===== config.mk =====
export PLATFORM = sky130hd
export DESIGN_NAME = row_feeder
export DESIGN_NICKNAME = d
export VERILOG_FILES = /design/src/rtl/smvm_pkg.sv /design/src/rtl/row_buffer.sv /design/src/rtl/row_feeder.sv
export SDC_FILE = /design/constraint.sdc
export NUM_CORES = 1
export LEC_CHECK = 0
export ABC_AREA = 1
export BUFFER_PORTS_ARGS = -buffer_cell sky130_fd_sc_hd__buf_2
export CORE_ASPECT_RATIO = 1.4
export CORE_MARGIN = 3
export CORE_UTILIZATION = 60
export CTS_CLUSTER_DIAMETER = 150
export DETAILED_ROUTE_END_ITERATION = 16
export GPL_TIMING_DRIVEN = 1
export PLACE_DENSITY_LB_ADDON = 0.12
export SYNTH_ARGS = -nofsm -noshare
export SYNTH_HDL_FRONTEND = slang
export SYNTH_SLANG_ARGS = --single-unit

===== constraint.sdc =====
create_clock -name clk -period 8.95 [get_ports clk]
set_input_delay 0 -clock clk [delete_from_list [all_inputs] [get_ports clk]]
set_output_delay 0 -clock clk [all_outputs]
set_load 0.1 [all_outputs]

===== src/rtl/smvm_pkg.sv =====
// Shared types and defaults for the sparse matrix-vector row feeder.
package smvm_pkg;

  localparam int DEF_MAX_COLS = 16;
  localparam int DEF_DONE_GAP = 2;
  localparam int DATA_W       = 32;
  localparam int ENTRY_W      = 2 * DATA_W;
  localparam int ROWS_W       = 16;
  localparam int GAP_W        = 16;

  typedef enum logic [2:0] {
    IDLE,
    LOAD,
    DROP,
    ISSUE_HDR,
    ISSUE_COL,
    WAIT_DONE
  } feeder_state_e;

  // States in which the feeder takes words from upstream.
  function automatic logic is_input_state(feeder_state_e s);
    return (s == IDLE) || (s == LOAD) || (s == DROP);
  endfunction

endpackage


===== src/rtl/row_buffer.sv =====
// Row storage: one synchronous write port, one combinational read port.
// Contents are deliberately not reset; every read slot is written before use.
module row_buffer
  import smvm_pkg::*;
#(
  parameter int DEPTH = DEF_MAX_COLS,
  localparam int IDX_W = $clog2(DEPTH)
) (
  input  logic               clk,
  input  logic               wr_en,
  input  logic [IDX_W-1:0]   wr_idx,
  input  logic [ENTRY_W-1:0] wr_data,
  input  logic [IDX_W-1:0]   rd_idx,
  output logic [ENTRY_W-1:0] rd_data
);

  logic [ENTRY_W-1:0] mem_q [DEPTH];

  // Write one entry per accepted column word.
  always_ff @(posedge clk) begin
    if (wr_en) mem_q[wr_idx] <= wr_data;
  end

  assign rd_data = mem_q[rd_idx];

endmodule


===== src/rtl/row_feeder.sv =====
// Buffers one sparse row (header + n column entries) and replays it to the
// accumulator as a header pulse followed by n back-to-back column cycles.
//
// Handshake: a word transfers on a rising edge where in_valid and in_ready
// are both high; in_ready is registered and never depends on in_valid.
// All outputs are registered; their next values are derived from the next
// state so each output lines up with the state it belongs to.
module row_feeder
  import smvm_pkg::*;
#(
  parameter int MAX_COLS = DEF_MAX_COLS,
  parameter int DONE_GAP = DEF_DONE_GAP
) (
  input  logic              clk,
  input  logic              rst,
  input  logic              in_valid,
  output logic              in_ready,
  input  logic [DATA_W-1:0] in_a,
  input  logic [DATA_W-1:0] in_b,
  output logic [DATA_W-1:0] data_a,
  output logic [DATA_W-1:0] data_b,
  output logic              compute_start,
  input  logic              acc_done,
  output logic              busy,
  output logic              err_overflow,
  output logic [ROWS_W-1:0] rows_issued
);

  localparam int                IDX_W    = $clog2(MAX_COLS);
  localparam logic [DATA_W-1:0] MAX_N    = DATA_W'(MAX_COLS);
  localparam logic [GAP_W-1:0]  GAP_LOAD = GAP_W'(DONE_GAP);

  feeder_state_e state_q, state_d;

  logic [DATA_W-1:0] row_q, row_d;
  logic [DATA_W-1:0] n_q, n_d;
  logic [DATA_W-1:0] cnt_q, cnt_d;
  logic [GAP_W-1:0]  gap_q, gap_d;
  logic              err_q, err_d;
  logic [ROWS_W-1:0] rows_q, rows_d;

  logic              in_ready_q, in_ready_d;
  logic              busy_q, busy_d;
  logic              cs_q, cs_d;
  logic [DATA_W-1:0] da_q, da_d;
  logic [DATA_W-1:0] db_q, db_d;

  logic               accept;
  logic               last_cnt;
  logic               buf_we;
  logic [IDX_W-1:0]   buf_rd_idx;
  logic [ENTRY_W-1:0] buf_rd_data;

  assign accept   = in_valid & in_ready_q;
  // cnt_q counts words of the current phase; n_q >= 1 whenever this is used.
  assign last_cnt = (cnt_q == n_q - DATA_W'(1));

  row_buffer #(.DEPTH(MAX_COLS)) u_row_buffer (
    .clk     (clk),
    .wr_en   (buf_we),
    .wr_idx  (cnt_q[IDX_W-1:0]),
    .wr_data ({in_a, in_b}),
    .rd_idx  (buf_rd_idx),
    .rd_data (buf_rd_data)
  );

  // State register.
  always_ff @(posedge clk or posedge rst) begin
    if (rst) state_q <= IDLE;
    else     state_q <= state_d;
  end

  // Next state plus row bookkeeping (latched header, word counter, gap timer).
  always_comb begin
    state_d = state_q;
    row_d   = row_q;
    n_d     = n_q;
    cnt_d   = cnt_q;
    gap_d   = gap_q;
    err_d   = err_q;
    buf_we  = 1'b0;
    unique case (state_q)
      IDLE: begin
        if (accept) begin
          row_d = in_a;
          n_d   = in_b;
          cnt_d = '0;
          if (in_b == '0) begin
            state_d = ISSUE_HDR;
          end else if (in_b <= MAX_N) begin
            state_d = LOAD;
          end else begin
            state_d = DROP;
            err_d   = 1'b1;
          end
        end
      end
      LOAD: begin
        if (accept) begin
          buf_we = 1'b1;
          if (last_cnt) begin
            cnt_d   = '0;
            state_d = ISSUE_HDR;
          end else begin
            cnt_d = cnt_q + DATA_W'(1);
          end
        end
      end
      DROP: begin
        if (accept) begin
          if (last_cnt) begin
            cnt_d   = '0;
            state_d = IDLE;
          end else begin
            cnt_d = cnt_q + DATA_W'(1);
          end
        end
      end
      ISSUE_HDR: begin
        cnt_d = '0;
        if (n_q != '0) begin
          state_d = ISSUE_COL;
        end else begin
          state_d = WAIT_DONE;
          gap_d   = GAP_LOAD;
        end
      end
      ISSUE_COL: begin
        if (last_cnt) begin
          cnt_d   = '0;
          gap_d   = GAP_LOAD;
          state_d = WAIT_DONE;
        end else begin
          cnt_d = cnt_q + DATA_W'(1);
        end
      end
      WAIT_DONE: begin
        if (gap_q != '0) begin
          gap_d = gap_q - GAP_W'(1);
        end else if (acc_done) begin
          state_d = IDLE;
        end
      end
      default: state_d = IDLE;
    endcase
  end

  // Output next values, keyed on the state being entered.
  always_comb begin
    in_ready_d = is_input_state(state_d);
    busy_d     = (state_d != IDLE);
    cs_d       = (state_d == ISSUE_HDR);
    rows_d     = rows_q;
    da_d       = '0;
    db_d       = '0;
    buf_rd_idx = cnt_d[IDX_W-1:0];
    if (state_d == ISSUE_HDR) begin
      rows_d = rows_q + ROWS_W'(1);
      da_d   = row_d;
      db_d   = n_d;
    end else if (state_d == ISSUE_COL) begin
      da_d = buf_rd_data[ENTRY_W-1:DATA_W];
      db_d = buf_rd_data[DATA_W-1:0];
    end
  end

  // Datapath and output registers.
  always_ff @(posedge clk or posedge rst) begin
    if (rst) begin
      row_q      <= '0;
      n_q        <= '0;
      cnt_q      <= '0;
      gap_q      <= '0;
      err_q      <= 1'b0;
      rows_q     <= '0;
      in_ready_q <= 1'b0;
      busy_q     <= 1'b0;
      cs_q       <= 1'b0;
      da_q       <= '0;
      db_q       <= '0;
    end else begin
      row_q      <= row_d;
      n_q        <= n_d;
      cnt_q      <= cnt_d;
      gap_q      <= gap_d;
      err_q      <= err_d;
      rows_q     <= rows_d;
      in_ready_q <= in_ready_d;
      busy_q     <= busy_d;
      cs_q       <= cs_d;
      da_q       <= da_d;
      db_q       <= db_d;
    end
  end

  assign in_ready      = in_ready_q;
  assign busy          = busy_q;
  assign compute_start = cs_q;
  assign data_a        = da_q;
  assign data_b        = db_q;
  assign err_overflow  = err_q;
  assign rows_issued   = rows_q;

endmodule


# Yosys cells after proc, flatten, opt, wreduce, memory -nomap -nowiden
# Memory sizes are Yosys's and may differ from the RTL's.
# Cells that the tools add are included.
# totals
input_bits,68
ram_bits,1024
n_memories,1
word_cells,83
out_inout_bits,84
reg_bits,199
# classes
order_cmp,1
reduce_logical,14
n_eq_ne,15
bitwise,3
addsub,4
n_mux,32
# memory_table
name,depth,word_bits,rd,rd_clocked_by_memory_dff,wr,line,source
u_row_buffer.mem_q,16,64,1,0,1,row_buffer.sv:17,logic [ENTRY_W-1:0] mem_q [DEPTH];
# op_table
op,count
two-way mux 32 bit,11
case mux 32 bit (4 select lines),1
two-way mux 16 bit,3
case mux 16 bit (3 select lines),1
adder 32 x 1 -> 32 bit (second input constant),1
== test 32 bit,1
less-or-equal comparator 32 x 5 -> 1 bit (second input constant),1
zero test 32 bit,1
nonzero test 32 bit,1
subtractor 32 x 1 -> 32 bit (second input constant),1
two-way mux 3 bit,8
case mux 3 bit (6 select lines),1
adder 16 x 1 -> 16 bit (second input constant),1
nonzero test 16 bit,1
subtractor 16 x 1 -> 16 bit (second input constant),1
== test 3 x 2 -> 1 bit (second input constant),4
== test 3 bit (second input constant),3
!= test 2 bit (second input constant),4
AND reduction 4 bit,2
== test 3 x 1 -> 1 bit (second input constant),2
zero test 3 bit,2
nonzero test 3 bit,2
two-way mux 1 bit,5
two-way mux 2 bit,2
7 further kinds,9

# Longest topological paths before layout
# Gate-level depths: netlist (run 1).
# depth
word_depth,8
ltp_mapped,25
depth_no_buf,24

# Hierarchy
# A second synthesis (run 1) with hierarchy kept.
# hier_totals
cells_unflattened,5674
hier_area_um2,55204.2
# modules_own_cells
module,n_inst,area_each_um2,cells_each
row_buffer,1,44004.7,4146
row_feeder,1,11199.5,1528

# Least setup slack after synthesis (run 1)
# No wires, ideal clock.
# synth_timing
path_kind,reg2reg
from,"reg in_ready_q, in the netlist in_ready"
to,mem u_row_buffer.mem_q[3][0] (netlist bit) (enable)
setup_ps,565
slack_ps,2444
synth_period_minus_slack_ps,6506
arrival_ps,5941
stages_incl_launch_ff,5
path_buffers,0
cell_sequence,dfrtp_1 > nand2_1 > nor2_1 > inv_1 > nor3_1
# synth_via
elab_chain_len,5
# synth_rtl
item,line,source
"start, declared",row_feeder.sv:42,"logic in_ready_q, in_ready_d;"
"start signal, assigned",row_feeder.sv:188,in_ready_q <= in_ready_d;
AND 1 bit,row_feeder.sv:54,assign accept = in_valid & in_ready_q;
two-way mux 1 bit,row_feeder.sv:99,if (accept) begin
two-way mux 1 bit,row_feeder.sv:82,unique case (state_q)
two-way mux 1 bit,row_buffer.sv:21,if (wr_en) mem_q[wr_idx] <= wr_data;
two-way mux 1 bit (implied by the code),row_buffer.sv:21,
"end, declared",row_buffer.sv:17,
# No other way between the ends.

# Final worst setup path (run 1)
# layout_timing
from,reg n_q[14]
to,"reg db_q[6], in the netlist data_b[6]"
# layout_via
elab_chain_len,8
word_cells_on_any_way,18
# layout_rtl
item,line,source
"start, declared",row_feeder.sv:36,"logic [DATA_W-1:0] n_q, n_d;"
"start signal, assigned",row_feeder.sv:183,n_q <= n_d;
subtractor 32 x 1 -> 32 bit,row_feeder.sv:56,assign last_cnt = (cnt_q == n_q - DATA_W'(1));
== test 32 bit,row_feeder.sv:56,
"two-way mux 32 bit, or another cell as far along","row_feeder.sv:101, row_feeder.sv:111, row_feeder.sv:129",
"two-way mux 32 bit, or another cell as far along",row_feeder.sv:110,if (accept) begin
case mux 32 bit (4 select lines) / case mux 3 bit (6 select lines) (equally long branches),row_feeder.sv:82,
memory read (16 x 64 bit) / == test 3 bit (equally long branches),--,
two-way mux 32 bit,row_feeder.sv:161,end else if (state_d == ISSUE_COL) begin
two-way mux 32 bit *,row_feeder.sv:157,if (state_d == ISSUE_HDR) begin
via db_d[6],row_feeder.sv:46,"logic [DATA_W-1:0] db_q, db_d;"
"end signal, assigned",row_feeder.sv:180,db_q <= '0;
"end signal, assigned",row_feeder.sv:192,db_q <= db_d;
"end, declared",row_feeder.sv:46,
# Mark *: on every way through the listed nets, which the timed path passes. The rest lies on a longest branch. The select of a mux whose other input is x is not followed.
# A chain may end at the register's enable or synchronous reset.

==> results.txt, run 1 <==
- WP buf/inv: 3
- In the synthesized netlist the async set-or-reset flop fraction comes to 16.3%.
- Data arrival at the endpoint of the critical path: 6030 ps
- No sink is reached through more buffers than the 3 on the longest clock path.
* Static leakage: 22.0 nW
* Crit-path leading delay family: simple AND/OR/NAND/NOR gates
* First-pass GRT wire length: 215000 µm
- Post-synth top flop: sky130_fd_sc_hd__edfxtp_1
- In the routed layout, each cell is associated on average with a via count of 6.26.
* Compound-gate portion of the synthesized area: 1.11%
* Outcome: completed
- After synthesis, the mean cell area works out to 11.2 µm².
- Worst path required time: 9570 ps
- The pre-antenna-repair detailed-routing pass consisted of 6 iterations.
* Number of buffers added by the clock tree synthesis step: 110
- Commonest cells after routing, fill and taps aside: 1445 x sky130_fd_sc_hd__nand3_1, 1102 x sky130_fd_sc_hd__nand2_1, 1024 x sky130_fd_sc_hd__edfxtp_1
* Total routing usage reported by global routing: 31.7%
- In the routed design, unresolved DRC markers number 0.
* Cell at the slowest stage of the critical path: sky130_fd_sc_hd__buf_4
- Number of top-level pins: 152
- Leaving out fill and tap cells, the most frequent cell in the layout is sky130_fd_sc_hd__nand3_1.
- Summing all multi-input logic gate instances after layout gives 0.0141 mm².
* Post-Synth XOR/XNOR Area: 1.19%
- Static timing analysis puts the maximum clock frequency at 0.185 GHz.
* Cell at the root of the clock tree: sky130_fd_sc_hd__clkbuf_16
* Pwr dens: 281 mW/mm²
* Main combinational cell family by area after synthesis: simple AND/OR/NAND/NOR gates
- Setup repair after global routing left no endpoint under its margin.
- Counting the fill cells in the layout gives 6242.
- The cell area that synthesis handed to floorplanning was 0.0517 mm².
- The path class of the tightest hold or removal check is in2reg.
* Kind of critical path: reg2reg
- In this design, the stage delay of the slowest critical-path cell is 980 ps.
- The congestion estimate from routability-driven global placement came to 0.957.
- Subtracting the final worst setup slack from the clock period gives 5410 ps.
- Sequential share of the synthesized area: 69.1%
- Via count of the first global-routing pass: 35676
- The worst setup path is captured at a flop.
- CP Launch Type: flop
- The die is 254 µm wide.
* Worst Max-Slew Pin Slew: 1320 ps
* Register bit total from synthesis: 1223
* DRT iter0 DRCs: 4247
- After detailed routing, the average wire length per cell comes to 24.1 µm.
* Clock Skew: 24.8 ps
* Cell count of the worst hold path: 2
- Number of rows in the core area: 126
- Entering global routing, the biggest net connects 237 pins.
* Worst-Skew Late Latency: 700 ps
* Share of the clock period used by the worst path: 60.5%
- Cell with the most instances on the worst path: sky130_fd_sc_hd__nand2_1
- Clk pin slew, worst setup/hold paths: 60 ps
- TritonCTS built the clock tree.
- Synthesis produced a netlist whose cell count is 4631.
- The Yosys step of the flow raised 0 warnings.
- Wirelength, routed: 143000 µm
- The die covers 0.0897 mm².
- For the worst flop-to-flop path, the logic depth is 21.
* Overall overflow remaining after global route: 0
* Proportion of synthesized area in mux cells: 0%
- Crit Path Max Fanout: 96
- Count of cells resized by post-cts repair: 0
- Walking the worst path, the cells encountered are nor2_1 -> nand2_1 -> nor2_1 -> nand2_1 -> o21ai_0 -> nand2_1 -> nand2_1 -> inv_1 -> nand2_1 -> nor2_1 -> nand3_2 -> nand3_2 -> nand2_8 -> buf_4 -> buf_4 -> nand3_1 -> nand3_1 -> nand3_1 -> nand3_1 -> nand3_1 -> nand2_1.
- When the netlist entered floorplanning its net count stood at 4706.
- H-Tree Depth: 3
* Max-cap violation count: 0
- Final setup viols: 0
* Antenna violations before repair: 4
- Starting Density: 60.9%
- Die height: 353 µm
* Count of final max-slew check failures: 0
- The critical path runs through a total of 21 cells.
- Seq. cell area: 0.0357 mm²
* Synthesis-to-finish area growth: 11.1%
* Count of flip-flops with a built-in enable after synthesis: 1024
- In this run the tool buffered the top-level ports with 151 buffer cells.
* Slew headroom: 11.7%
* Final Util: 67.7%
- After floorplanning, the core was sized to cover 0.0848 mm².
* Post-Synth Adder-Cell Area: 0.169%
* DP HPWL: 71400 µm
- Clock sink total: 1223
* Total Nets Final: 4791
* Final count of hold timing violations: 0
- Across the VDD grid, the largest voltage drop is 0.411 mV.
- Fraction of layout cells with a size suffix above 1: 8.83%
- Adding up every negative setup slack in the final design gives 0 ps.
- The number of different library cells used by synthesis comes to 51.
* Synthesized-area fraction occupied by and/or/nand/nor cells: 24.4%
* Count of antenna-violating nets left after detailed routing: 0
* Total number of vias: 36941
[stage by stage]
stage          setup slack [ps]  area, µm²  hold slack (ps)  power [W]  cells
2_1_floorplan              2440      51700             98.9     0.0101   4631
3_3_place_gp               3670      52900              144     0.0111   5625
3_5_place_dp               3620      52900              148     0.0112   5625
4_1_cts                    3630      57400              194     0.0161   5900
5_1_grt                    3130      57400              237     0.0169   5902
6_report                   3540      57400              236     0.0161   5903
[layer usage]
metal | routed length, µm | vias up | global-route usage, %
li1 | - | 16561 | -
met1 | 55400 | 18148 | 43.5
met4 | 5140 | 0 | 12.3
met3 | 12700 | 337 | 4.85
met5 | 0 | - | 0
met2 | 69300 | 1895 | 51.5
[report_power, final]
part / total [W] / switching, W / internal, W
clock network: 0.00497 / 0.00208 / 0.00289
logic: 0.00462 / 0.00327 / 0.00135
registers: 0.00652 / 0.000180 / 0.00634
[cell families after synthesis]
family,count (synthesis)
and+or+nand+nor,2811
DFF,1223
buffers and inverters,422
AOI/OAI and AO/OA,98
xor gates and xnor gates,70
adders and majority gates,7
[cells in the mapped netlist, types with 2 or more instances]
master	count	area (µm²)
sky130_fd_sc_hd__nor3_1	24	120
sky130_fd_sc_hd__o32ai_1	2	17.5
sky130_fd_sc_hd__buf_1	16	60.1
sky130_fd_sc_hd__nand4_1	22	138
sky130_fd_sc_hd__nand3_1	1445	7230
sky130_fd_sc_hd__xnor2_1	21	184
sky130_fd_sc_hd__nor2_2	4	25.0
sky130_fd_sc_hd__inv_1	117	439
sky130_fd_sc_hd__nand2_2	4	25.0
sky130_fd_sc_hd__dfrtp_1	199	4980
sky130_fd_sc_hd__buf_2	142	711
sky130_fd_sc_hd__nor4_1	10	62.6
sky130_fd_sc_hd__nor2_1	168	631
sky130_fd_sc_hd__o31ai_1	2	15.0
sky130_fd_sc_hd__nor2_4	2	22.5
sky130_fd_sc_hd__edfxtp_1	1024	30700
sky130_fd_sc_hd__inv_2	8	30.0
sky130_fd_sc_hd__xor2_1	49	429
sky130_fd_sc_hd__nand3b_1	11	82.6
sky130_fd_sc_hd__a31oi_1	4	25.0
sky130_fd_sc_hd__and3_1	3	18.8
sky130_fd_sc_hd__clkinv_1	2	7.51
sky130_fd_sc_hd__nand2_1	1105	4150
sky130_fd_sc_hd__o221ai_1	2	17.5
sky130_fd_sc_hd__o21ai_0	46	230
sky130_fd_sc_hd__a22oi_1	2	15.0
sky130_fd_sc_hd__clkbuf_1	84	315
sky130_fd_sc_hd__a21oi_2	2	17.5
sky130_fd_sc_hd__nor3b_1	2	15.0
sky130_fd_sc_hd__a21oi_1	16	80.1
sky130_fd_sc_hd__o21bai_1	3	22.5
sky130_fd_sc_hd__or2_2	2	12.5
sky130_fd_sc_hd__o211ai_1	4	30.0
sky130_fd_sc_hd__buf_6	25	282
sky130_fd_sc_hd__nand3_2	2	20.0
sky130_fd_sc_hd__o22ai_1	9	56.3
sky130_fd_sc_hd__buf_4	28	210
sky130_fd_sc_hd__ha_1	7	87.6
[sequential cells by signal (all words and copies together) (netlist names), 3 cells and up]
name	flops
n_q	32
cnt_q	32
row_q	32
rows_issued	16
state_q	3
data_b	32
data_a	32
gap_q	16
u_row_buffer.mem_q	1024
[cell type report]
class | count | area share [%]
diodes | 3 | 0.0131
clock buffers | 158 | 5.48
multi-input cells | 2986 | 24.6
flip-flops and latches | 1223 | 62.2
clock inverters | 50 | 1.22
inverters | 127 | 0.852
well taps | 1088 | 2.37
repair buffers | 268 | 3.25
[final timing paths]
path                                from                        end  slack (ps)
worst max-delay path             n_q[14]                  data_b[6]        3540
worst min-delay path            in_a[13]  u_row_buffer.mem_q[2][45]         240
worst max register to register   n_q[14]                  data_b[6]        3540
worst min register to register  row_q[8]                   row_q[8]         470
max in group asynchronous            rst                  row_q[30]        6920
min in group asynchronous            rst             rows_issued[0]         570
[timing repair]
| item | 4_1_cts | 5_1_grt |
|---|---|---|
| setup buffers | 0 | 0 |
| endpoints found under the hold margin | 1232 | 0 |
| hold buffers | 67 | 0 |
No activity file was read; power rests on OpenSTA's default activity.
==> run 2, diff against run 1 <==
--- a/config.mk
+++ b/config.mk
@@ -5,7 +5,7 @@
 export SDC_FILE = /design/constraint.sdc
 export NUM_CORES = 1
 export LEC_CHECK = 0
-export ABC_AREA = 1
+export ABC_AREA = 0
 export BUFFER_PORTS_ARGS = -buffer_cell sky130_fd_sc_hd__buf_2
 export CORE_ASPECT_RATIO = 1.4
 export CORE_MARGIN = 3
==> constraint.sdc (replaced) <==
create_clock -name clk -period 5.16 [get_ports clk]
set_input_delay 0 -clock clk [delete_from_list [all_inputs] [get_ports clk]]
set_output_delay 0 -clock clk [all_outputs]
set_load 0.1 [all_outputs]
==> run 2 against run 1 <==
Sequential cell count unchanged. Worst setup slack got worse by 3200 ps. Synthesized cell count decreased by 23%. Wire length decreased by 9.0%. Worst hold slack got worse by 86 ps. Clock skew decreased by 3.2 ps. Cell area decreased by 1.4%. Clock power increased by 70%. Sequential share of layout area increased by 0.91 points. Power increased by 62%. Maximum frequency increased by 12%. First-iteration DRC count decreased by 22%. Largest cell class unchanged. Largest power group unchanged.
==> results.txt, run 2 <==
- H-Tree Depth: 3 (unchanged)
* Library cells used by synthesis: 69 (+35%)
* Hold path start: in_valid
* Synthesized Nets: 3638 (-23%)
- Cell at the root of the clock tree: sky130_fd_sc_hd__clkbuf_16
- After synthesis, the largest family of logic cells by area is simple AND/OR/NAND/NOR gates.
* Pwr dens: 463 mW/mm² (+65%)
- The number of nets still failing antenna checks after routing was 0 (unchanged).
* Clock sink total: 1223 (unchanged)
- Synthesis-to-finish area growth: 13.9%
* Proportion of netlist area held by the largest area contributor: 61.9% (+2.4 points)
* Area enclosed by the die boundary: 0.0863 mm² (-3.8%)
- The maximum fanout count along the critical path is 44 (-54%).
* # port buffers: 151 (unchanged)
- First element of the critical path: n_q[0]
- TritonCTS built the clock tree.
- Top cells by count, synth: 1024 x sky130_fd_sc_hd__edfxtp_1, 437 x sky130_fd_sc_hd__nand2_1, 405 x sky130_fd_sc_hd__nand3_1
* Post-synth top flop: sky130_fd_sc_hd__edfxtp_1
- Count of final max-slew check failures: 0 (unchanged)
* Fillers: 5534 (-11%)
* DRT iter0 DRCs: 3303 (-22%)
* Cell area after layout: 0.0566 mm² (-1.4%)
* Static leakage: 20.0 nW (-9.2%)
* Proportion of synthesized area in mux cells: 5.53% (+5.5 points)
* Number of top-level pins: 152 (unchanged)
- Post-Synth Adder-Cell Area: 0.176% (+0.0069 points)
- Fraction of layout cells with a size suffix above 1: 13.9% (+5.1 points)
- The overall routing resource usage is 29.6% (-2.1 points).
* Accumulated negative setup slack: 0 ps (unchanged)
- DP HPWL: 68700 µm (-3.8%)
- The weighted congestion at the end of routability-driven global placement came to 0.903 (-5.7%).
* Async set-or-reset flop fraction in the synthesized netlist: 16.3% (unchanged)
* Largest area contributor in the synthesized netlist: sky130_fd_sc_hd__edfxtp_1
- Number of cells produced by synthesis: 3563 (-23%)
* Final critical path time including I/O delays and setup: 4840 ps (-574 ps)
- Reg-to-Reg End: data_a[16]
- Outcome: completed
- The die extent in y is 346 µm (-1.9%).
- The maximum clock rate is 0.207 GHz (+12%).
- Clk pin slew, worst setup/hold paths: 70 ps (about the same)
- The post-route clock skew is 21.6 ps (-3.20 ps).
* Number of buffers added by the clock tree synthesis step: 112 (+1.8%)
- Mean number of vias per cell: 6.49 (+3.6%)
- The clock network latency to the later pin of the worst-skew pair is 700 ps (about the same).
- The via count of the first global-routing pass was 31392 (-12%).
* CP Launch Type: flop
- The post-place instance area was 0.0521 mm² (-1.5%).
- RSZ-0062 raised after global routing: false
- Core Box Area: 0.0819 mm² (-3.4%)
* Synthesized-area fraction occupied by and/or/nand/nor cells: 11.0% (-13 points)
* Largest net degree at the start of global routing: 164 (-31%)
- Antenna violations before repair: 2 (-2)
- The count of TritonRoute iterations in the first routing pass was 6 (unchanged).
- The detailed-routed wire length on met3 is 10400 µm (-18%).
- The slew at the pin closest to its max-slew limit came to 1130 ps (-191 ps).
- Counting flops per register, the top entry is u_row_buffer.mem_q.
* Total number of vias: 31855 (-14%)
- Sequential share of the synthesized area: 72.0% (+2.8 points)
* Final count of hold timing violations: 0 (unchanged)
- The number of DRC violations after detailed routing is 0 (unchanged).
- Flip-flop count of the largest register after layout: 1024 (unchanged)
- The number of flops mapped to enable cells by yosys came to 1024 (unchanged).
- Register bit total from synthesis: 1223 (unchanged)
- Compound-gate portion of the synthesized area: 8.11% (+7.0 points)
- Critical R2R Launch: n_q[0]
- Die width: 249 µm (-1.9%)
* First-pass GRT wire length: 194000 µm (-9.6%)
- Slew headroom: 24.4% (+13 points)
* Routed wirelength normalized by instance count: 26.4 µm (+9.3%)
- The minimum setup slack among reg-to-reg paths is 320 ps (-3220 ps).
* Cell count of the worst hold path: 6 (+4)
- The critical path data arrival time is 5440 ps (-590 ps).
* Share of the clock period used by the worst path: 93.8% (+33 points)
* Worst min-delay path class: in2reg
* Number of cells on the worst reg-to-reg path: 16 (-24%)
- The initial cell density of the core was 60.6% (-0.32 points).
* Most frequent cell after synthesis: sky130_fd_sc_hd__edfxtp_1
- Number of buffers on the longest clock path: 3 (unchanged)
- Highest metal layer used by the detailed router: met4
- Wirelength, routed: 130000 µm (-9.0%)
* Average footprint of a synthesized cell: 13.9 µm² (+25%)
- The library cells used most frequently in the layout, excluding fill and tap cells, are 1024 x sky130_fd_sc_hd__edfxtp_1, 434 x sky130_fd_sc_hd__nand2_1, 405 x sky130_fd_sc_hd__nand3_1.
- Largest cells by area after synthesis: sky130_fd_sc_hd__edfxtp_1 62%, sky130_fd_sc_hd__dfrtp_1 10%, sky130_fd_sc_hd__nand3_1 4.1%
- Wire length on met2: 64600 µm (-6.8%)
- Worst min-delay path endpoint: state_q[1]
- The maximum ir drop on the vdd rail was 0.372 mV (-9.4%).
- Total Nets Final: 3815 (-20%)
* Met1 wire length: 50900 µm (-8.1%)
- Overall overflow remaining after global route: 0 (unchanged)
* Area of the mapped netlist: 0.0497 mm² (-3.9%)
- Max-cap violation count: 0 (unchanged)
- The worst setup path is of the reg2reg kind.
* Final setup viols: 0 (unchanged)
- Number of rows in the core area: 124 (-1.6%)
* Worst path required time: 5760 ps (-3810 ps)
- Leaving out fill and tap cells, the most frequent cell in the layout is sky130_fd_sc_hd__edfxtp_1.
* Post-Synth XOR/XNOR Area: 1.18% (-0.0044 points)
* Setup crit end kind: flop
- The Yosys warning count came to 0 (unchanged).
[run 2: worst max path at each step]
stage	cells past startpoint	end
after floorplan	5	u_row_buffer.mem_q[12][0]
after global placement	13	data_a[25]
after detailed placement	13	data_a[16]
after CTS	13	data_a[16]
after global routing	16	data_a[16]
final	16	data_a[16]
[run 2: routing by layer]
metal	global-route usage [%]	vias to the layer above
li1	-	13973
met1	39.9	16109
met2	49.7	1525
met3	4.76	248
met4	10.0	0
met5	0	-
[run 2: stage by stage]
| stage | util (%) | worst slack [ps] | power, W | hold slack (ps) | instances |
|---|---|---|---|---|---|
| 6_report | 69.1 | 322 | 0.0262 | 151 | 4912 |
| 2_1_floorplan | - | 309 | 0.0157 | 98.9 | 3563 |
| 3_3_place_gp | 63.6 | 461 | 0.0176 | 44.0 | 4628 |
| 4_1_cts | 69.0 | 276 | 0.0262 | 108 | 4908 |
| 3_5_place_dp | 63.6 | 366 | 0.0178 | 45.8 | 4628 |
| 5_1_grt | 69.1 | 31.8 | 0.0272 | 189 | 4912 |
[run 2: repair_timing]
| item | in CTS | in global routing |
|---|---|---|
| buffers inserted | 0 | 2 |
| hold buffers | 67 | 0 |
| gates resized for setup | 0 | 1 |
| setup endpoints to repair | 0 | 10 |
| hold endpoints to repair | 1267 | 0 |
[run 2: layout make-up]
| cell class | count | area (µm²) | share of cell area (%) |
|---|---|---|---|
| Antenna cell | 2 | 5.00 | 0.00885 |
| Clock buffer | 151 | 3100 | 5.48 |
| Clock inverter | 62 | 674 | 1.19 |
| Inverter | 18 | 87.6 | 0.155 |
| Multi-Input combinational cell | 2076 | 13100 | 23.1 |
| Sequential cell | 1223 | 35700 | 63.2 |
| Tap cell | 1071 | 1340 | 2.37 |
| Timing Repair Buffer | 309 | 2550 | 4.50 |
[run 2: cell families (layout without fill, tap and decap cells)]
kind of cell,count (synthesis),in the layout
AOI/OAI and AO/OA,586,586
xor gates and xnor gates,67,67
adders and majority gates,7,7
buffers and inverters,264,540
DFF,1223,1223
muxes,266,266
other,0,2
and+or+nand+nor,1150,1150
[run 2: critical path, stage by stage, from the launching register on]
cell and delay (ps):
sky130_fd_sc_hd__dfrtp_1 440, sky130_fd_sc_hd__inv_1 110, sky130_fd_sc_hd__ha_1 220, sky130_fd_sc_hd__nor3b_2 340
sky130_fd_sc_hd__nand4_1 210, sky130_fd_sc_hd__or4_1 560, sky130_fd_sc_hd__a211oi_1 370, sky130_fd_sc_hd__nand4_1 140
sky130_fd_sc_hd__or4_4 690, sky130_fd_sc_hd__a31oi_4 210, sky130_fd_sc_hd__buf_4 150, sky130_fd_sc_hd__buf_12 240
sky130_fd_sc_hd__buf_12 280, sky130_fd_sc_hd__a221oi_1 90, sky130_fd_sc_hd__a31oi_1 220, sky130_fd_sc_hd__o221ai_1 180
sky130_fd_sc_hd__o2bb2ai_1 210
[run 2: power by group]
group	total [W]	switching (W)	internal (W)	leakage [nW]
logic	0.00646	0.00428	0.00218	6.31
clock network	0.00843	0.00360	0.00483	1.83
registers	0.0113	0.000306	0.0110	11.8
total	0.0262	0.00819	0.0180	20.0
